==> config.mk <==
export PLATFORM = sky130hd
export DESIGN_NAME = bcd_timer_param
export DESIGN_NICKNAME = d
export VERILOG_FILES = /design/src/rtl/bcd_timer_param_pkg.sv /design/src/rtl/bcd_group_counter.sv /design/src/rtl/bcd_timer_param.sv
export SDC_FILE = /design/constraint.sdc
export NUM_CORES = 1
export LEC_CHECK = 0
export CAP_MARGIN = 20
export CORE_MARGIN = 1
export CORE_UTILIZATION = 45
export DETAILED_ROUTE_END_ITERATION = 10
export DONT_BUFFER_PORTS = 1
export PLACE_DENSITY = 0.72
export SLEW_MARGIN = 25
export SYNTH_ARGS = -nofsm -noshare
export SYNTH_HDL_FRONTEND = slang
export SYNTH_HIERARCHICAL = 1
export SYNTH_SLANG_ARGS = --single-unit
==> constraint.sdc <==
create_clock -name clk -period 6.99 [get_ports clk]
set_input_delay 1.398 -clock clk [delete_from_list [all_inputs] [get_ports clk]]
set_output_delay 1.398 -clock clk [all_outputs]
set_load 0.1 [all_outputs]
==> src/rtl/bcd_timer_param_pkg.sv <==
// Shared types and helpers for the parametrised BCD timer.
// FSM state encoding, BCD digit width, group value helpers.
package bcd_timer_param_pkg;

    typedef enum logic [1:0] {
        ST_IDLE  = 2'd0,
        ST_RUN   = 2'd1,
        ST_PAUSE = 2'd2,
        ST_DONE  = 2'd3
    } state_t;

    localparam int BCD_W = 4;

    // Binary 0..99 to packed {tens,ones}.
    function automatic logic [2*BCD_W-1:0] to_bcd(input int v);
        logic [BCD_W-1:0] t;
        logic [BCD_W-1:0] o;
        t = BCD_W'(v / 10);
        o = BCD_W'(v % 10);
        return {t, o};
    endfunction

    // Legal group: ones digit is decimal and value below modulus.
    function automatic logic group_valid(
        input logic [2*BCD_W-1:0] g,
        input int                 modulus
    );
        logic [BCD_W-1:0] t;
        logic [BCD_W-1:0] o;
        t = g[2*BCD_W-1:BCD_W];
        o = g[BCD_W-1:0];
        return (o <= 4'd9) &&
               ((int'(t) * 10 + int'(o)) < modulus);
    endfunction

endpackage

==> src/rtl/bcd_group_counter.sv <==
// One two-digit BCD up/down group wrapping at GROUP_MOD.
// Ports: clk, reset_n, ld/ld_val (load, overrides en),
//   en/up (step), q (count), q_next (next value),
//   carry_out (en while at the limit in the count direction).
module bcd_group_counter
    import bcd_timer_param_pkg::*;
#(
    parameter int GROUP_MOD = 60
) (
    input  logic       clk,
    input  logic       reset_n,
    input  logic       ld,
    input  logic [7:0] ld_val,
    input  logic       en,
    input  logic       up,
    output logic [7:0] q,
    output logic [7:0] q_next,
    output logic       carry_out
);

    localparam logic [7:0] LIM = to_bcd(GROUP_MOD - 1);

    logic             at_lim;
    logic [BCD_W-1:0] tens;
    logic [BCD_W-1:0] ones;

    assign tens      = q[2*BCD_W-1:BCD_W];
    assign ones      = q[BCD_W-1:0];
    assign at_lim    = up ? (q == LIM) : (q == 8'h00);
    assign carry_out = en & at_lim;

    always_comb begin
        q_next = q;
        if (ld) begin
            q_next = ld_val;
        end else if (en) begin
            if (at_lim) begin
                q_next = up ? 8'h00 : LIM;
            end else if (up) begin
                if (ones == 4'd9)
                    q_next = {tens + 4'd1, 4'd0};
                else
                    q_next = {tens, ones + 4'd1};
            end else begin
                if (ones == 4'd0)
                    q_next = {tens - 4'd1, 4'd9};
                else
                    q_next = {tens, ones - 4'd1};
            end
        end
    end

    always_ff @(posedge clk or negedge reset_n) begin
        if (!reset_n)
            q <= 8'h00;
        else
            q <= q_next;
    end

endmodule

==> src/rtl/bcd_timer_param.sv <==
// Multi-group cascaded BCD timer: up/down, load, start/pause,
// one-shot or auto-reload, prescaled or external tick.
// Ports: clk, reset_n, tick_in, load, load_bcd, start, pause,
//   up_mode, auto_reload -> count_bcd, running, done_pulse,
//   load_err (all outputs registered).
module bcd_timer_param
    import bcd_timer_param_pkg::*;
#(
    parameter int GROUPS    = 2,
    parameter int GROUP_MOD = 60,
    parameter int PRESCALE  = 100,
    parameter int EXT_TICK  = 0
) (
    input  logic                clk,
    input  logic                reset_n,
    input  logic                tick_in,
    input  logic                load,
    input  logic [8*GROUPS-1:0] load_bcd,
    input  logic                start,
    input  logic                pause,
    input  logic                up_mode,
    input  logic                auto_reload,
    output logic [8*GROUPS-1:0] count_bcd,
    output logic                running,
    output logic                done_pulse,
    output logic                load_err
);

    localparam int W  = 8 * GROUPS;
    localparam int PW = (PRESCALE > 1) ? $clog2(PRESCALE) : 1;
    localparam logic [7:0] LIM = to_bcd(GROUP_MOD - 1);

    state_t          state;
    state_t          state_nxt;
    logic [PW-1:0]   presc;
    logic [PW-1:0]   presc_nxt;
    logic            wrap_pend;
    logic            wrap_nxt;
    logic [W-1:0]    reload_q;
    logic [W-1:0]    grp_q;
    logic [W-1:0]    grp_nxt;
    logic [W-1:0]    grp_ld_val;
    logic [GROUPS-1:0] carry;
    logic            grp_ld;
    logic            load_ok;
    logic            presc_wrap;
    logic            tick;
    logic            go;
    logic            restart;
    logic            reload_tick;
    logic            nxt_term;
    logic            done_set;

    always_comb begin
        load_ok = load;
        for (int g = 0; g < GROUPS; g++) begin
            if (!group_valid(load_bcd[8*g +: 8], GROUP_MOD))
                load_ok = 1'b0;
        end
    end

    assign presc_wrap = (presc == PW'(PRESCALE - 1));
    // pause and load both freeze the tick in the cycle they arrive
    assign tick = (state == ST_RUN) & ~pause & ~load &
                  ((EXT_TICK != 0) ? tick_in : presc_wrap);
    assign go          = start & ~pause & ~load;
    assign restart     = go & (state == ST_DONE);
    assign reload_tick = tick & wrap_pend;

    // A carry out of the top group means the whole count already
    // sits at terminal: hold it instead of rolling over.
    assign grp_ld = load_ok | restart | reload_tick |
                    carry[GROUPS-1];

    always_comb begin
        grp_ld_val = grp_q;
        if (load_ok)
            grp_ld_val = load_bcd;
        else if (restart)
            grp_ld_val = reload_q;
        else if (reload_tick)
            grp_ld_val = up_mode ? '0 : reload_q;
    end

    for (genvar g = 0; g < GROUPS; g++) begin : g_grp
        logic en_g;
        if (g == 0) begin : g_lsb
            assign en_g = tick & ~wrap_pend;
        end else begin : g_up
            assign en_g = carry[g-1];
        end
        bcd_group_counter #(
            .GROUP_MOD (GROUP_MOD)
        ) u_grp (
            .clk       (clk),
            .reset_n   (reset_n),
            .ld        (grp_ld),
            .ld_val    (grp_ld_val[8*g +: 8]),
            .en        (en_g),
            .up        (up_mode),
            .q         (grp_q[8*g +: 8]),
            .q_next    (grp_nxt[8*g +: 8]),
            .carry_out (carry[g])
        );
    end

    always_comb begin
        nxt_term = 1'b1;
        for (int g = 0; g < GROUPS; g++) begin
            if (grp_nxt[8*g +: 8] != (up_mode ? LIM : 8'h00))
                nxt_term = 1'b0;
        end
    end

    // Covers both a step onto terminal and a tick while held there.
    assign done_set = tick & ~wrap_pend & nxt_term;

    always_comb begin
        state_nxt = state;
        presc_nxt = presc;
        wrap_nxt  = wrap_pend;
        if (load) begin
            if (load_ok) begin
                state_nxt = ST_IDLE;
                presc_nxt = '0;
                wrap_nxt  = 1'b0;
            end
        end else begin
            unique case (state)
                ST_IDLE, ST_PAUSE: begin
                    if (go)
                        state_nxt = ST_RUN;
                end
                ST_DONE: begin
                    if (go) begin
                        state_nxt = ST_RUN;
                        presc_nxt = '0;
                        wrap_nxt  = 1'b0;
                    end
                end
                ST_RUN: begin
                    if (pause) begin
                        state_nxt = ST_PAUSE;
                    end else begin
                        if (EXT_TICK == 0)
                            presc_nxt = presc_wrap ? '0 : presc + 1'b1;
                        if (tick) begin
                            if (wrap_pend)
                                wrap_nxt = 1'b0;
                            else if (done_set && auto_reload)
                                wrap_nxt = 1'b1;
                            else if (done_set)
                                state_nxt = ST_DONE;
                        end
                    end
                end
                default: state_nxt = ST_IDLE;
            endcase
        end
    end

    always_ff @(posedge clk or negedge reset_n) begin
        if (!reset_n) begin
            state      <= ST_IDLE;
            presc      <= '0;
            wrap_pend  <= 1'b0;
            reload_q   <= '0;
            running    <= 1'b0;
            done_pulse <= 1'b0;
            load_err   <= 1'b0;
        end else begin
            state      <= state_nxt;
            presc      <= presc_nxt;
            wrap_pend  <= wrap_nxt;
            if (load_ok)
                reload_q <= load_bcd;
            running    <= (state_nxt == ST_RUN);
            done_pulse <= done_set;
            load_err   <= load & ~load_ok;
        end
    end

    assign count_bcd = grp_q;

endmodule

======== Word-level counts from Yosys, hierarchy flattened ========
Cells that the tools add are included.
word-level totals
  logic and storage cells ................. 119
  input bits .............................. 24
  output and inout bits ................... 19
  flip-flop bits (word level) ............. 45
operators by class
  reduce and logical (&&, ||, !) cells .... 12
  mux-type cells .......................... 47
  multipliers ............................. 2
  $add $sub $neg .......................... 11
  magnitude comparators ................... 4
  equal/unequal tests ..................... 15
  bitwise operators ....................... 19
operators with widths
  cell                 count
  $mux 8               12
  $mux 16              4
  $mux 7               7
  $add 8x4->9          2
  $lt 9x6->1 const B   2
  $add 4x1->4 const B  4
  $eq 8x7->1 const B   2
  $logic_not 8->1      2
  $mux 2               8
  $sub 4x1->4 const B  4
  $mul 4x3->7 const B  2
  $pmux 7 s2           1
  $mux 1               13
  $and 1x1->1          12
  $ne 3x3->1 const B   3
  $eq 4x4->1 const B   2
  $le 4x4->1 const B   2
  $logic_not 4->1      2
  $ne 8x7->1           1
  $ne 8x8->1           1
  $add 7x1->7 const B  1
  $eq 7x7->1 const B   1
  $reduce_and 5->1     1
  $eq 2x1->1 const B   2
  other kinds (11)     19

======== Depth between registers and ports, before layout ========
  word-level depth ........................ 22
  mapped depth ............................ 19
  mapped depth without buffers ............ 18

======== Hierarchy ========
Netlist, hierarchy kept.
by module, submodules not included
  module             cells each  times used  area an instance (um2)
  bcd_timer_param    229         1           2314.7
  bcd_group_counter  95          2           862.1

======== Worst setup path before layout ========
OpenSTA, ideal clock, no wires.
  path kind ............................... input to register
  start point ............................. in load_bcd[5]
  end point ............................... reg running
  path slack .............................. 1.378 ns
  required time ........................... 6.868 ns
  path buffers ............................ 1
  data arrival time ....................... 5.490 ns
  setup time .............................. 0.122 ns
  stages .................................. 18
  cell sequence ........................... ha_1 -> ha_1 -> fa_1 -> and4b_1 -> nor4bb_1 -> nor3_1 -> nand4_1 -> buf_2 -> nand3b_1 -> or2b_2 -> or2b_2 -> o32ai_1 -> a31o_1 -> nand4_1 -> or3_1 -> a211oi_4 -> a21oi_1 -> a32o_1
on the way
  elaborated cells on any way between the ends .. 27
  classes of those cells .................. add/sub (1); mul (1); order compare (1); eq/ne (3); mux (15); bitwise (4); reduce/logical (2)
RTL lines
  element                                      RTL line                                        source
  from (decl)                                  bcd_timer_param.sv:18                           input logic [8*GROUPS-1:0] load_bcd,
  $mul 4x3->7 *                                bcd_timer_param_pkg.sv:33                       ((int'(t) * 10 + int'(o)) < modulus);
  $add 8x4->9 *                                bcd_timer_param_pkg.sv:33
  $lt 9x6->1 *                                 bcd_timer_param_pkg.sv:33
  $logic_and 1x1->1 *                          bcd_timer_param_pkg.sv:32                       return (o <= 4'd9) &&
  $mux 1 * (2 in a row)                        bcd_timer_param.sv:57                           if (!group_valid(load_bcd[8*g +: 8], GROUP_MOD))
  $or 1x1->1 * (3 in a row)                    bcd_timer_param.sv:72                           assign grp_ld = load_ok | restart | reload_tick |
  named net grp_ld                             bcd_timer_param.sv:44                           logic grp_ld;
  $mux 8 *                                     bcd_group_counter.sv:34                         if (ld) begin
  named net grp_nxt[14]                        bcd_timer_param.sv:41                           logic [W-1:0] grp_nxt;
  [3 not listed]                               --
  named net done_set                           bcd_timer_param.sv:52                           logic done_set;
  $mux 2 or $logic_and 1x1->1 (tied branches)  bcd_timer_param.sv:152, bcd_timer_param.sv:150
  $mux 2 *                                     bcd_timer_param.sv:150                          else if (done_set && auto_reload)
  $mux 2 *                                     bcd_timer_param.sv:148                          if (wrap_pend)
  $mux 2 *                                     bcd_timer_param.sv:147                          if (tick) begin
  $mux 2 *                                     bcd_timer_param.sv:142                          if (pause) begin
  $pmux 2 s2 *                                 bcd_timer_param.sv:129                          unique case (state)
  $mux 2 *                                     bcd_timer_param.sv:122                          if (load) begin
  $eq 2x1->1 *                                 bcd_timer_param.sv:177                          running <= (state_nxt == ST_RUN);
  to (signal assigned)                         bcd_timer_param.sv:177
  to (decl)                                    bcd_timer_param.sv:24                           output logic running,
Mark *: on every way through the listed nets, which the timed path passes. The rest lies on a longest branch.
A chain may end at the register's enable or synchronous reset.

======== Worst setup path in the final report ========
  start point ............................. in load_bcd[13]
  end point ............................... reg running
on the way
  elaborated cells on any way between the ends .. 26
  classes of those cells .................. add/sub (1); mul (1); order compare (1); eq/ne (3); mux (14); bitwise (4); reduce/logical (2)
RTL lines
  element                                      RTL line                                        source
  $mul 4x3->7 *                                bcd_timer_param_pkg.sv:33
  $add 8x4->9 *                                bcd_timer_param_pkg.sv:33
  $lt 9x6->1 *                                 bcd_timer_param_pkg.sv:33
  $logic_and 1x1->1 *                          bcd_timer_param_pkg.sv:32
  $mux 1 *                                     bcd_timer_param.sv:57
  $mux 16 *                                    bcd_timer_param.sv:77                           if (load_ok)
  named net grp_ld_val[14]                     bcd_timer_param.sv:42                           logic [W-1:0] grp_ld_val;
  $mux 8 *                                     bcd_group_counter.sv:34
  named net grp_nxt[14]                        bcd_timer_param.sv:41
  [3 not listed]                               --
  named net done_set                           bcd_timer_param.sv:52
  $mux 2 or $logic_and 1x1->1 (tied branches)  bcd_timer_param.sv:152, bcd_timer_param.sv:150
  $mux 2 *                                     bcd_timer_param.sv:150
  $mux 2 *                                     bcd_timer_param.sv:148
  $mux 2 *                                     bcd_timer_param.sv:147
  $mux 2 *                                     bcd_timer_param.sv:142
  $pmux 2 s2 *                                 bcd_timer_param.sv:129
  $mux 2 *                                     bcd_timer_param.sv:122
  $eq 2x1->1 *                                 bcd_timer_param.sv:177
Marks and branches as above.

==> flow_summary.toml <==
[finish]
syn_to_final_growth_pct = 5.64
nets = 476
fillers = 796
num_antenna_cells = 0
multi_input_area_um2 = 2710
register_area_um2 = 1140
drive_above_1_share_pct = 17.6

[worst_setup_path]
crit_type = "primary input to flip-flop"
cp_max_fo = 10
r2r-start = "g_grp[0].u_grp/q[5]"
cp-start-kind = "primary input"
worstPathArrival_ns = 6.10
cp_cell_sequence = "ha_1 -> ha_1 -> inv_1 -> fa_1 -> nor4b_1 -> nand3_1 -> a221oi_2 -> nand4_1 -> mux2i_1 -> or2b_2 -> or2b_2 -> o32ai_1 -> a31o_1 -> nand4_1 -> or3_1 -> a211oi_4 -> a21oi_1 -> a32o_1"
crit_path_max_incr_delay_ns = 0.48
r2r_slack_ns = 2.22
required_ns = 7.19
cp-end-kind = "flip-flop"
r2r_end = "running"
r2r_cells = 17
cpMaxStageDelayCell = "nand4_1"

[flow_run]
maxCapViolCount = 0

[routing]
wl_per_cell_um = 18.5
drc_errors = 0
drt_pass1_iterations = 5
avgViaCountPerCell = 6.38
route.vias.total = 3366
drtIter0Drc = 284
antenna_left = 0
routed_wl_um = 9750

[clock_network]
cts-root-buf = "clkbuf_8"
cts_made_buffers = 5
clkSinkCount = 45
ctsHoldBuffers = 0
cts_htree_levels = 2
clk-insertion-delay-late_ns = 0.30
cts_max_path_buffers = 2
post_cts_buffers = 0
cts_tree = "yes"
clk_pin_slew_ns = 0.09
cts_resized = 0

[sta]
fin_skew_ns = 0.00785
final_max_slew_viol_count = 0
tightest_slew_ns = 1.07
clock.fmax_mhz = 169
slew_headroom_pct = 28.7
setup_tns_ns = 0
min_period_ns = 5.91
hold_viol_final = 0
rsz0062_at_grt = "false"
setup_viol = 0
fin_crit_sh_pct = 84.5

[min_path]
hold_path.class = "flip-flop to flip-flop"
holdPathEnd = "reload_q[9]"
hold_path.startpoint = "reload_q[9]"
hold_depth = 1

[synth]
ys_types = 71
synth_commonest_cells = "dfrtp_1 (45), ha_1 (29), nor2_1 (23)"
synthFlopType = "dfrtp_1"
synth.most_common_cell = "dfrtp_1"
syn_nets = 476
yosysTopAreaCellShare_pct = 27.9
synth_top_area_cell = "dfrtp_1"
synth_enable_flop_cells = 0
synth_cells = 419
synth.area.top_cells = "dfrtp_1 (28%), ha_1 (9.0%), mux2_1 (5.0%), mux2_2 (3.1%), a22o_1 (2.8%)"
post_synth.cell_area_avg_um2 = 9.64
async_flop_share_pct = 100
synth_seq_cells = 45
ys_seq_area_share_pct = 27.9
synth_area_um2 = 4040
ys_warn_count = 6

[die]
core_area_um2 = 8720
io_pins = 43
initial_core_util_pct = 46.3
dieArea_um2 = 9360
std_cell_rows = 34
die_w_um = 96.7
die_y_um = 96.7

[outcome]
status = "finished, final reports clean"

[placement]
place_hpwl_um = 7180
place_congestion = 0.843
portBuffers = 0

[global_route]
grt_max_degree = 46
grt_pass1_vias = 3352
grt_pass1_wl_um = 16400
overflow = 0
antenna_found_initial = 0
grt_usage_pct = 21.0

[power_and_ir_drop]
p_leak_nw = 1.83
power_density_nw_per_um2 = 306
ir_drop_mv = 0.122
report.power.total_mw = 1.31
[cell usage in the layout, fill, tap and decap left out, types with 6 or more instances in the layout]
cell and instances:
nand2_1 17, buf_4 11, mux2i_1 7, nor4_1 6
and3_1 8, nor2_1 23, clkbuf_8 6, nand4_1 7
a22o_1 13, mux2_2 11, nand2b_1 6, o21ai_1 10
dfrtp_1 37, ha_1 29, o21ai_0 14, mux2_1 18
inv_1 22, nor3_1 8, a21oi_1 19, nor2b_1 9
a31oi_1 7, dfrtp_2 8
[per-layer routing]
metal	track usage, %	vias to the layer above	wire length, um
li1	-	1592	-
met1	27.9	1657	4480
met2	34.6	104	4620
met3	4.05	13	519
met4	6.08	0	139
met5	0	-	0
[per-stage QoR]
stage / hold WS, ns / instances / setup slack [ns] / cell area [um^2] / utilization, %
finish: 0.497 / 528 / 1.08 / 4270 / 48.9
global route: 0.510 / 528 / 0.711 / 4270 / 48.9
CTS: 0.501 / 528 / 1.11 / 4260 / 48.8
detailed placement: 0.482 / 520 / 0.796 / 4140 / 47.4
global placement: 0.474 / 520 / 0.898 / 4140 / 47.4
floorplan: 0.465 / 419 / 1.38 / 4040 / -
[how the worst max path moves through the flow]
stage / from / end
floorplan: load_bcd[5] / running
CTS: load_bcd[13] / running
global placement: load_bcd[13] / running
detailed placement: load_bcd[13] / running
finish: load_bcd[13] / running
global route: load_bcd[13] / running
[worst max-delay path, delay by kind of cell]
kind	cells	cell delay, ns
and+or+nand+nor	7	1.93
AOI/OAI and AO/OA	6	1.33
buffers and inverters	1	0.07
muxes	1	0.42
adders and majority gates	3	0.96
[report_power, final]
group          total (mW)  switching (mW)  leakage (nW)  internal, mW
clock network       0.209          0.0927        0.0574         0.116
registers           0.616           0.274         0.567         0.342
logic               0.480           0.258          1.20         0.222
total                1.31           0.625          1.83         0.680
[cells by family after synthesis]
logic type                 after synthesis  share of synthesized area, %
xor gates and xnor gates                 6                          1.30
buffers and inverters                   40                          5.02
adders and majority gates               33                          11.0
muxes                                   38                          10.9
and+or+nand+nor                        140                          22.6
DFF                                     45                          27.9
AOI/OAI and AO/OA                      117                          21.3
[flip-flops by register name, indices dropped and copies added, names as in the netlist]
name / count
reload_q: 16
state: 2
load_err: 1
g_grp.u_grp/q: 16
presc: 7
wrap_pend: 1
running: 1
done_pulse: 1
[final cells by class]
cell class,count,area share (%)
clock buffers,6,1.94
clock inverters,2,0.880
inverters,22,1.94
multi-input cells,334,63.5
flip-flops and latches,45,26.6
well taps,108,3.17
repair buffers,11,1.94
(Power assumes the default switching activity.)
